$ cat config.mk
export PLATFORM = sky130hd
export DESIGN_NAME = grant_lock_ctrl_flat
export DESIGN_NICKNAME = d
export VERILOG_FILES = /design/src/rtl/grant_lock_ctrl_if.sv /design/src/rtl/grant_lock_ctrl.sv /design/src/flat_wrapper.sv
export SDC_FILE = /design/constraint.sdc
export NUM_CORES = 1
export LEC_CHECK = 0
export BUFFER_PORTS_ARGS = -buffer_cell sky130_fd_sc_hd__buf_2
export CORE_AREA = 2 2 39 41
export CTS_CLUSTER_SIZE = 16
export DETAILED_ROUTE_END_ITERATION = 10
export DIE_AREA = 0 0 41 43
export MAX_ROUTING_LAYER = met4
export PLACE_DENSITY = 0.72
export SLEW_MARGIN = 25
export SYNTH_ARGS = -nofsm -noshare
export SYNTH_HDL_FRONTEND = slang
export SYNTH_SLANG_ARGS = --single-unit
$ cat constraint.sdc
create_clock -name clk_i -period 1.47 [get_ports clk_i]
set_input_delay 0.2205 -clock clk_i [delete_from_list [all_inputs] [get_ports clk_i]]
set_output_delay 0.2205 -clock clk_i [all_outputs]
set_load 0.02 [all_outputs]
$ cat src/rtl/grant_lock_ctrl_if.sv
// ---------------------------------------------------------------------------
// grant_lock_ctrl_if
// Purpose : groups the request/grant signals of grant_lock_ctrl.
// Signals : req_i       - raw request vector, bit n = port n
//           arb_gnt_i   - combinational grant from the upstream arbiter
//           done_i      - per-port release request
//           gnt_o       - locked one-hot grant
//           gnt_idx_o   - binary index of the current owner (0 when none)
//           gnt_valid_o - high while an owner holds the grant
//           timeout_o   - one-cycle pulse when a hold is forcibly ended
// Modports: master - the requester/arbiter side (drives req/arb/done)
//           slave  - grant_lock_ctrl itself
// ---------------------------------------------------------------------------
interface grant_lock_ctrl_if #(
  parameter int NUM_PORTS = 4
);
  localparam int IDX_W = $clog2(NUM_PORTS);

  logic [NUM_PORTS-1:0] req_i;
  logic [NUM_PORTS-1:0] arb_gnt_i;
  logic [NUM_PORTS-1:0] done_i;
  logic [NUM_PORTS-1:0] gnt_o;
  logic [IDX_W-1:0]     gnt_idx_o;
  logic                 gnt_valid_o;
  logic                 timeout_o;

  modport master (
    output req_i, arb_gnt_i, done_i,
    input  gnt_o, gnt_idx_o, gnt_valid_o, timeout_o
  );

  modport slave (
    input  req_i, arb_gnt_i, done_i,
    output gnt_o, gnt_idx_o, gnt_valid_o, timeout_o
  );
endinterface

$ cat src/rtl/grant_lock_ctrl.sv
// ---------------------------------------------------------------------------
// grant_lock_ctrl
// Purpose : locks the one-hot grant of an upstream fixed-priority arbiter
//           onto a single owner until that owner releases (done or request
//           dropped). After a release the controller spends one RELEASE
//           cycle with no grant, then returns to IDLE where the arbiter is
//           sampled again; the new grant appears one cycle after sampling.
// Ports   : clk_i - clock, all state updates on the rising edge
//           rst_i - asynchronous active-high reset
//           bus   - grant_lock_ctrl_if.slave (req/arb_gnt/done in,
//                   gnt/gnt_idx/gnt_valid/timeout out)
// Params  : NUM_PORTS (>= 2) requesters, MAX_HOLD (>= 2) hold limit.
// Config  : define GNT_TIMEOUT_EN to bound each hold to MAX_HOLD cycles and
//           pulse timeout_o on a forced release. Without it timeout_o is 0
//           and holds are unbounded.
// ---------------------------------------------------------------------------
module grant_lock_ctrl #(
  parameter int NUM_PORTS = 4,
  parameter int MAX_HOLD  = 16
) (
  input  logic               clk_i,
  input  logic               rst_i,
  grant_lock_ctrl_if.slave   bus
);

  localparam int IDX_W = $clog2(NUM_PORTS);
  localparam logic [NUM_PORTS-1:0] ONE_VEC = NUM_PORTS'(1);

  if (NUM_PORTS < 2) begin : g_bad_ports
    $error("grant_lock_ctrl: NUM_PORTS must be >= 2");
  end
  if (MAX_HOLD < 2) begin : g_bad_hold
    $error("grant_lock_ctrl: MAX_HOLD must be >= 2");
  end

  typedef enum logic [1:0] {
    ST_IDLE    = 2'd0,
    ST_GRANT   = 2'd1,
    ST_RELEASE = 2'd2
  } state_t;

  state_t               r_state;
  state_t               w_state_nxt;
  logic [NUM_PORTS-1:0] r_gnt;
  logic [NUM_PORTS-1:0] w_gnt_nxt;
  logic [IDX_W-1:0]     r_idx;
  logic [IDX_W-1:0]     w_idx_nxt;
  logic                 r_valid;
  logic                 w_valid_nxt;

  logic                 w_onehot;
  logic                 w_req_match;
  logic                 w_owner_rel;
  logic                 w_expire;

  function automatic logic [IDX_W-1:0] onehot_to_idx(input logic [NUM_PORTS-1:0] oh);
    logic [IDX_W-1:0] idx;
    idx = '0;
    for (int i = 0; i < NUM_PORTS; i++) begin
      if (oh[i]) idx = idx | IDX_W'(i);
    end
    return idx;
  endfunction

  // x & (x-1) clears the lowest set bit: zero result on a non-zero x means one-hot
  assign w_onehot    = (bus.arb_gnt_i != '0) &&
                       ((bus.arb_gnt_i & (bus.arb_gnt_i - ONE_VEC)) == '0);
  assign w_req_match = |(bus.arb_gnt_i & bus.req_i);
  // Masking with the owner's one-hot makes non-owner done/req bits irrelevant
  assign w_owner_rel = |(r_gnt & (bus.done_i | ~bus.req_i));

`ifdef GNT_TIMEOUT_EN
  localparam int HOLD_W = $clog2(MAX_HOLD + 1);
  localparam logic [HOLD_W-1:0] HOLD_LAST = HOLD_W'(MAX_HOLD - 1);

  logic [HOLD_W-1:0] r_hold;
  logic              r_timeout;
  logic              w_timeout_nxt;

  // r_hold counts completed GRANT cycles minus one; reaching HOLD_LAST means
  // the current cycle is the MAX_HOLD-th with gnt_valid_o high.
  assign w_expire      = (r_state == ST_GRANT) && (r_hold == HOLD_LAST);
  // A genuine release in the expiry cycle wins: no timeout is reported.
  assign w_timeout_nxt = w_expire && !w_owner_rel;

  always_ff @(posedge clk_i or posedge rst_i) begin
    if (rst_i) begin
      r_hold    <= '0;
      r_timeout <= 1'b0;
    end else begin
      r_timeout <= w_timeout_nxt;
      if (r_state != ST_GRANT) begin
        r_hold <= '0;
      end else begin
        r_hold <= r_hold + HOLD_W'(1);
      end
    end
  end

  assign bus.timeout_o = r_timeout;
`else
  assign w_expire      = 1'b0;
  assign bus.timeout_o = 1'b0;
`endif

  always_comb begin
    w_state_nxt = r_state;
    w_gnt_nxt   = r_gnt;
    w_idx_nxt   = r_idx;
    w_valid_nxt = r_valid;
    case (r_state)
      ST_IDLE: begin
        if (w_onehot && w_req_match) begin
          w_state_nxt = ST_GRANT;
          w_gnt_nxt   = bus.arb_gnt_i;
          w_idx_nxt   = onehot_to_idx(bus.arb_gnt_i);
          w_valid_nxt = 1'b1;
        end
      end
      ST_GRANT: begin
        if (w_owner_rel || w_expire) begin
          w_state_nxt = ST_RELEASE;
          w_gnt_nxt   = '0;
          w_idx_nxt   = '0;
          w_valid_nxt = 1'b0;
        end
      end
      ST_RELEASE: begin
        w_state_nxt = ST_IDLE;
      end
      default: begin
        w_state_nxt = ST_IDLE;
        w_gnt_nxt   = '0;
        w_idx_nxt   = '0;
        w_valid_nxt = 1'b0;
      end
    endcase
  end

  always_ff @(posedge clk_i or posedge rst_i) begin
    if (rst_i) begin
      r_state <= ST_IDLE;
      r_gnt   <= '0;
      r_idx   <= '0;
      r_valid <= 1'b0;
    end else begin
      r_state <= w_state_nxt;
      r_gnt   <= w_gnt_nxt;
      r_idx   <= w_idx_nxt;
      r_valid <= w_valid_nxt;
    end
  end

  assign bus.gnt_o       = r_gnt;
  assign bus.gnt_idx_o   = r_idx;
  assign bus.gnt_valid_o = r_valid;

endmodule
$ cat src/flat_wrapper.sv
// flat-port wrapper written by rule: the top's interface ports become plain ports
module grant_lock_ctrl_flat 
#(
  parameter int NUM_PORTS = 4,
  parameter int MAX_HOLD  = 16
)
  (clk_i, rst_i, bus_req_i, bus_arb_gnt_i, bus_done_i, bus_gnt_o, bus_gnt_idx_o, bus_gnt_valid_o, bus_timeout_o);
  grant_lock_ctrl_if #(.NUM_PORTS(NUM_PORTS)) bus_i ();
  input  logic clk_i;
  input  logic rst_i;
  input wire logic [$bits(bus_i.req_i)-1:0] bus_req_i;
  input wire logic [$bits(bus_i.arb_gnt_i)-1:0] bus_arb_gnt_i;
  input wire logic [$bits(bus_i.done_i)-1:0] bus_done_i;
  output wire logic [$bits(bus_i.gnt_o)-1:0] bus_gnt_o;
  output wire logic [$bits(bus_i.gnt_idx_o)-1:0] bus_gnt_idx_o;
  output wire logic [$bits(bus_i.gnt_valid_o)-1:0] bus_gnt_valid_o;
  output wire logic [$bits(bus_i.timeout_o)-1:0] bus_timeout_o;
  assign bus_i.req_i = bus_req_i;
  assign bus_i.arb_gnt_i = bus_arb_gnt_i;
  assign bus_i.done_i = bus_done_i;
  assign bus_gnt_o = bus_i.gnt_o;
  assign bus_gnt_idx_o = bus_i.gnt_idx_o;
  assign bus_gnt_valid_o = bus_i.gnt_valid_o;
  assign bus_timeout_o = bus_i.timeout_o;
  grant_lock_ctrl #(.NUM_PORTS(NUM_PORTS), .MAX_HOLD(MAX_HOLD)) u_core (.clk_i(clk_i), .rst_i(rst_i), .bus(bus_i));
endmodule
==> impl_metrics.json <==
{
  "criticalPathCategory": "flip-flop to flip-flop",
  "fin_crit_ps": 1352,
  "gp_congestion": 0.7855,
  "cpPeakStageDelay_ps": 410,
  "synth_fp_nets": 75,
  "ys_seq_elements": 9,
  "vias": 568,
  "synth_seq_area_share_pct": 38.79,
  "grt_pass1_wl_mm": 2.083,
  "grt_antenna_before_repair": 0,
  "grt_overflow": 0,
  "clk_pin_slew_ps": 70,
  "die-width_um": 41,
  "ys.flop_type": "dfrtp_1",
  "setup_viol": 0,
  "cp_data_required_time_ps": 1680,
  "clk_latency_ps": 280,
  "hp-class": "input pin to flip-flop",
  "hpwlAfterDp_mm": 1.042,
  "detail_route.wl_per_cell_um": 13.57,
  "grt_use_total_pct": 18.68,
  "rows": 14,
  "synthTopCellsByCount": "9 x dfrtp_1, 8 x nand2b_1, 7 x a21oi_1, 4 x a211o_1, 4 x inv_1",
  "synth_top_area_share_pct": 38.79,
  "cts_root_buf": "clkbuf_4",
  "outcome": "complete, no violations",
  "synth_edf_count": 0,
  "core-area_um2": 1384,
  "cts_made_buffers": 3,
  "h-tree-depth": 1,
  "clock-sinks": 9,
  "setup_tns_ps": 0,
  "viasPerCell": 5.680,
  "synth_area_leaders": "dfrtp_1 39%, nand2b_1 8.6%, a211o_1 6.0%",
  "skew_ps": 7.250,
  "synth_cells": 61,
  "arrival_ps": 1560,
  "drive_above_1_share_pct": 35.71,
  "power.density_nw_per_um2": 1724,
  "pin_count": 22,
  "synth.distinct_cells": 24,
  "cts_tree": "built",
  "synthArstFlopShare_pct": 100.0,
  "drt_pass1_iterations": 4,
  "io_buffers": 20,
  "area_growth_syn_to_layout_pct": 25.65,
  "cp_slowest_cell": "dfrtp_1",
  "synth_warnings": 0,
  "rsz0062_at_grt": "false",
  "p_leak_uw": 0.0003776,
  "die_y_um": 43,
  "cp-end-kind": "flip-flop",
  "drt-initial-drc-count": 6,
  "maxSlewViolCount": 0,
  "yosysTopAreaCell": "dfrtp_1",
  "post_cts_buffers": 0,
  "peakVddDrop_mv": 0.8701,
  "cp-start-kind": "flip-flop",
  "initial_core_util_pct": 41.95,
  "wl_mm": 1.357,
  "finalCritPeriodShare_pct": 91.97,
  "crit_path_max_fanout": 9,
  "yosysMostFrequentCell": "dfrtp_1",
  "maxCapViolations": 0,
  "whs_path_depth": 2,
  "hold_violations": 0,
  "dieArea_um2": 1763,
  "layout.nets": 99,
  "finalPower_uw": 1258,
  "worstRegToRegCells": 4,
  "grt_pass1_vias": 502,
  "fmax_mhz": 739.7,
  "drc": 0,
  "cts_buffer_depth": 2,
  "avgSynthCellArea_um2": 9.517,
  "nFillCells": 132,
  "ant_nets": 0,
  "grt_max_degree": 12,
  "path_cells": "nand2b_1 > a21oi_1 > and4_1 > a221o_1",
  "fin_cells": 100,
  "diodes": 0,
  "dp.cells": 95,
  "syn-cell-area_um2": 580.6
}
[kinds of logic (layout without fill, tap and decap cells)]
family | count (synthesis) | count (layout) | synth area share [%]
compound gates | 23 | 23 | 29.09
xor+xnor | 1 | 1 | 1.509
buf+inv | 7 | 30 | 5.173
flops | 9 | 9 | 38.79
other cells | 1 | 1 | 0.6459
simple gates | 20 | 20 | 24.79
[per-layer routing]
metal,vias up,GRT usage (%),share of wire [%]
li1,271,-,-
met1,272,19.53,43
met2,19,29.38,48
met3,6,3.141,5.5
met4,0,14.00,3.2
met5,-,-,0
[metrics by stage]
step           hold WS [ps]  cell area [um2]  util, %  setup slack (ps)
3_3_place_gp          201.9            693.2    50.09             27.06
4_1_cts               262.6            729.5    52.71             102.3
5_1_grt               293.9            729.5    52.71             28.72
6_report              264.9            729.5    52.71             118.1
3_5_place_dp          201.3            693.2    50.09            -27.51
2_1_floorplan         48.42            580.6        -             139.3
[layout by cell type, fill, tap and decap left out, types with 3 or more instances in the layout]
cell      instances
a221o_1           3
a21oi_1           7
inv_1             4
clkbuf_4          3
a211o_1           4
o21ai_0           3
buf_2            20
nand2b_1          8
nor2_1            3
dfrtp_1           9
[final timing paths]
kind                                                     from                                  to  slack, ps
min                                          bus_arb_gnt_i[1]     u_core.bus.gnt_o[1]$_DFFE_PP0P_        260
max in group asynchronous                               rst_i       u_core.r_state[1]$_DFFE_PP0P_        760
max reg2reg                     u_core.r_state[1]$_DFFE_PP0P_     u_core.bus.gnt_o[3]$_DFFE_PP0P_        120
min reg2reg                u_core.bus.gnt_valid_o$_DFFE_PP0P_  u_core.bus.gnt_valid_o$_DFFE_PP0P_        500
min in group asynchronous                               rst_i     u_core.bus.gnt_o[1]$_DFFE_PP0P_        450
max                             u_core.r_state[1]$_DFFE_PP0P_     u_core.bus.gnt_o[3]$_DFFE_PP0P_        120
[state kept, by name, indices dropped and copies added (netlist names)]
name                    cells
u_core.bus.gnt_o            4
u_core.bus.gnt_valid_o      1
u_core.bus.gnt_idx_o        2
u_core.r_state              2
[final cells by class]
| class | count | area (um2) | area share (%) |
|---|---|---|---|
| multi-input cells | 45 | 325.3 | 44.60 |
| repair buffers | 22 | 117.6 | 16.12 |
| inverters | 4 | 15.01 | 2.058 |
| flip-flops and latches | 9 | 225.2 | 30.87 |
| well taps | 16 | 20.02 | 2.744 |
| clock buffers | 4 | 26.28 | 3.602 |
[where the power goes]
| part | internal [uW] | switching, uW |
|---|---|---|
| Combinational | 273 | 346 |
| Clock | 105 | 98.8 |
| Sequential | 353 | 81.9 |
[critical path, delay by kind of cell (launching register included)]
kind             cells  cell delay [ps]
AND/OR/NAND/NOR      2              580
flip-flops           1              410
AO/OA/AOI/OAI        2              310
[timing repair]
action / 4_1_cts / 5_1_grt
hold buffers: 1 / 0
hold endpoints to repair: 9 / 0
gates resized for setup: 0 / 0
Note: power is estimated with default switching activity, not from simulation.
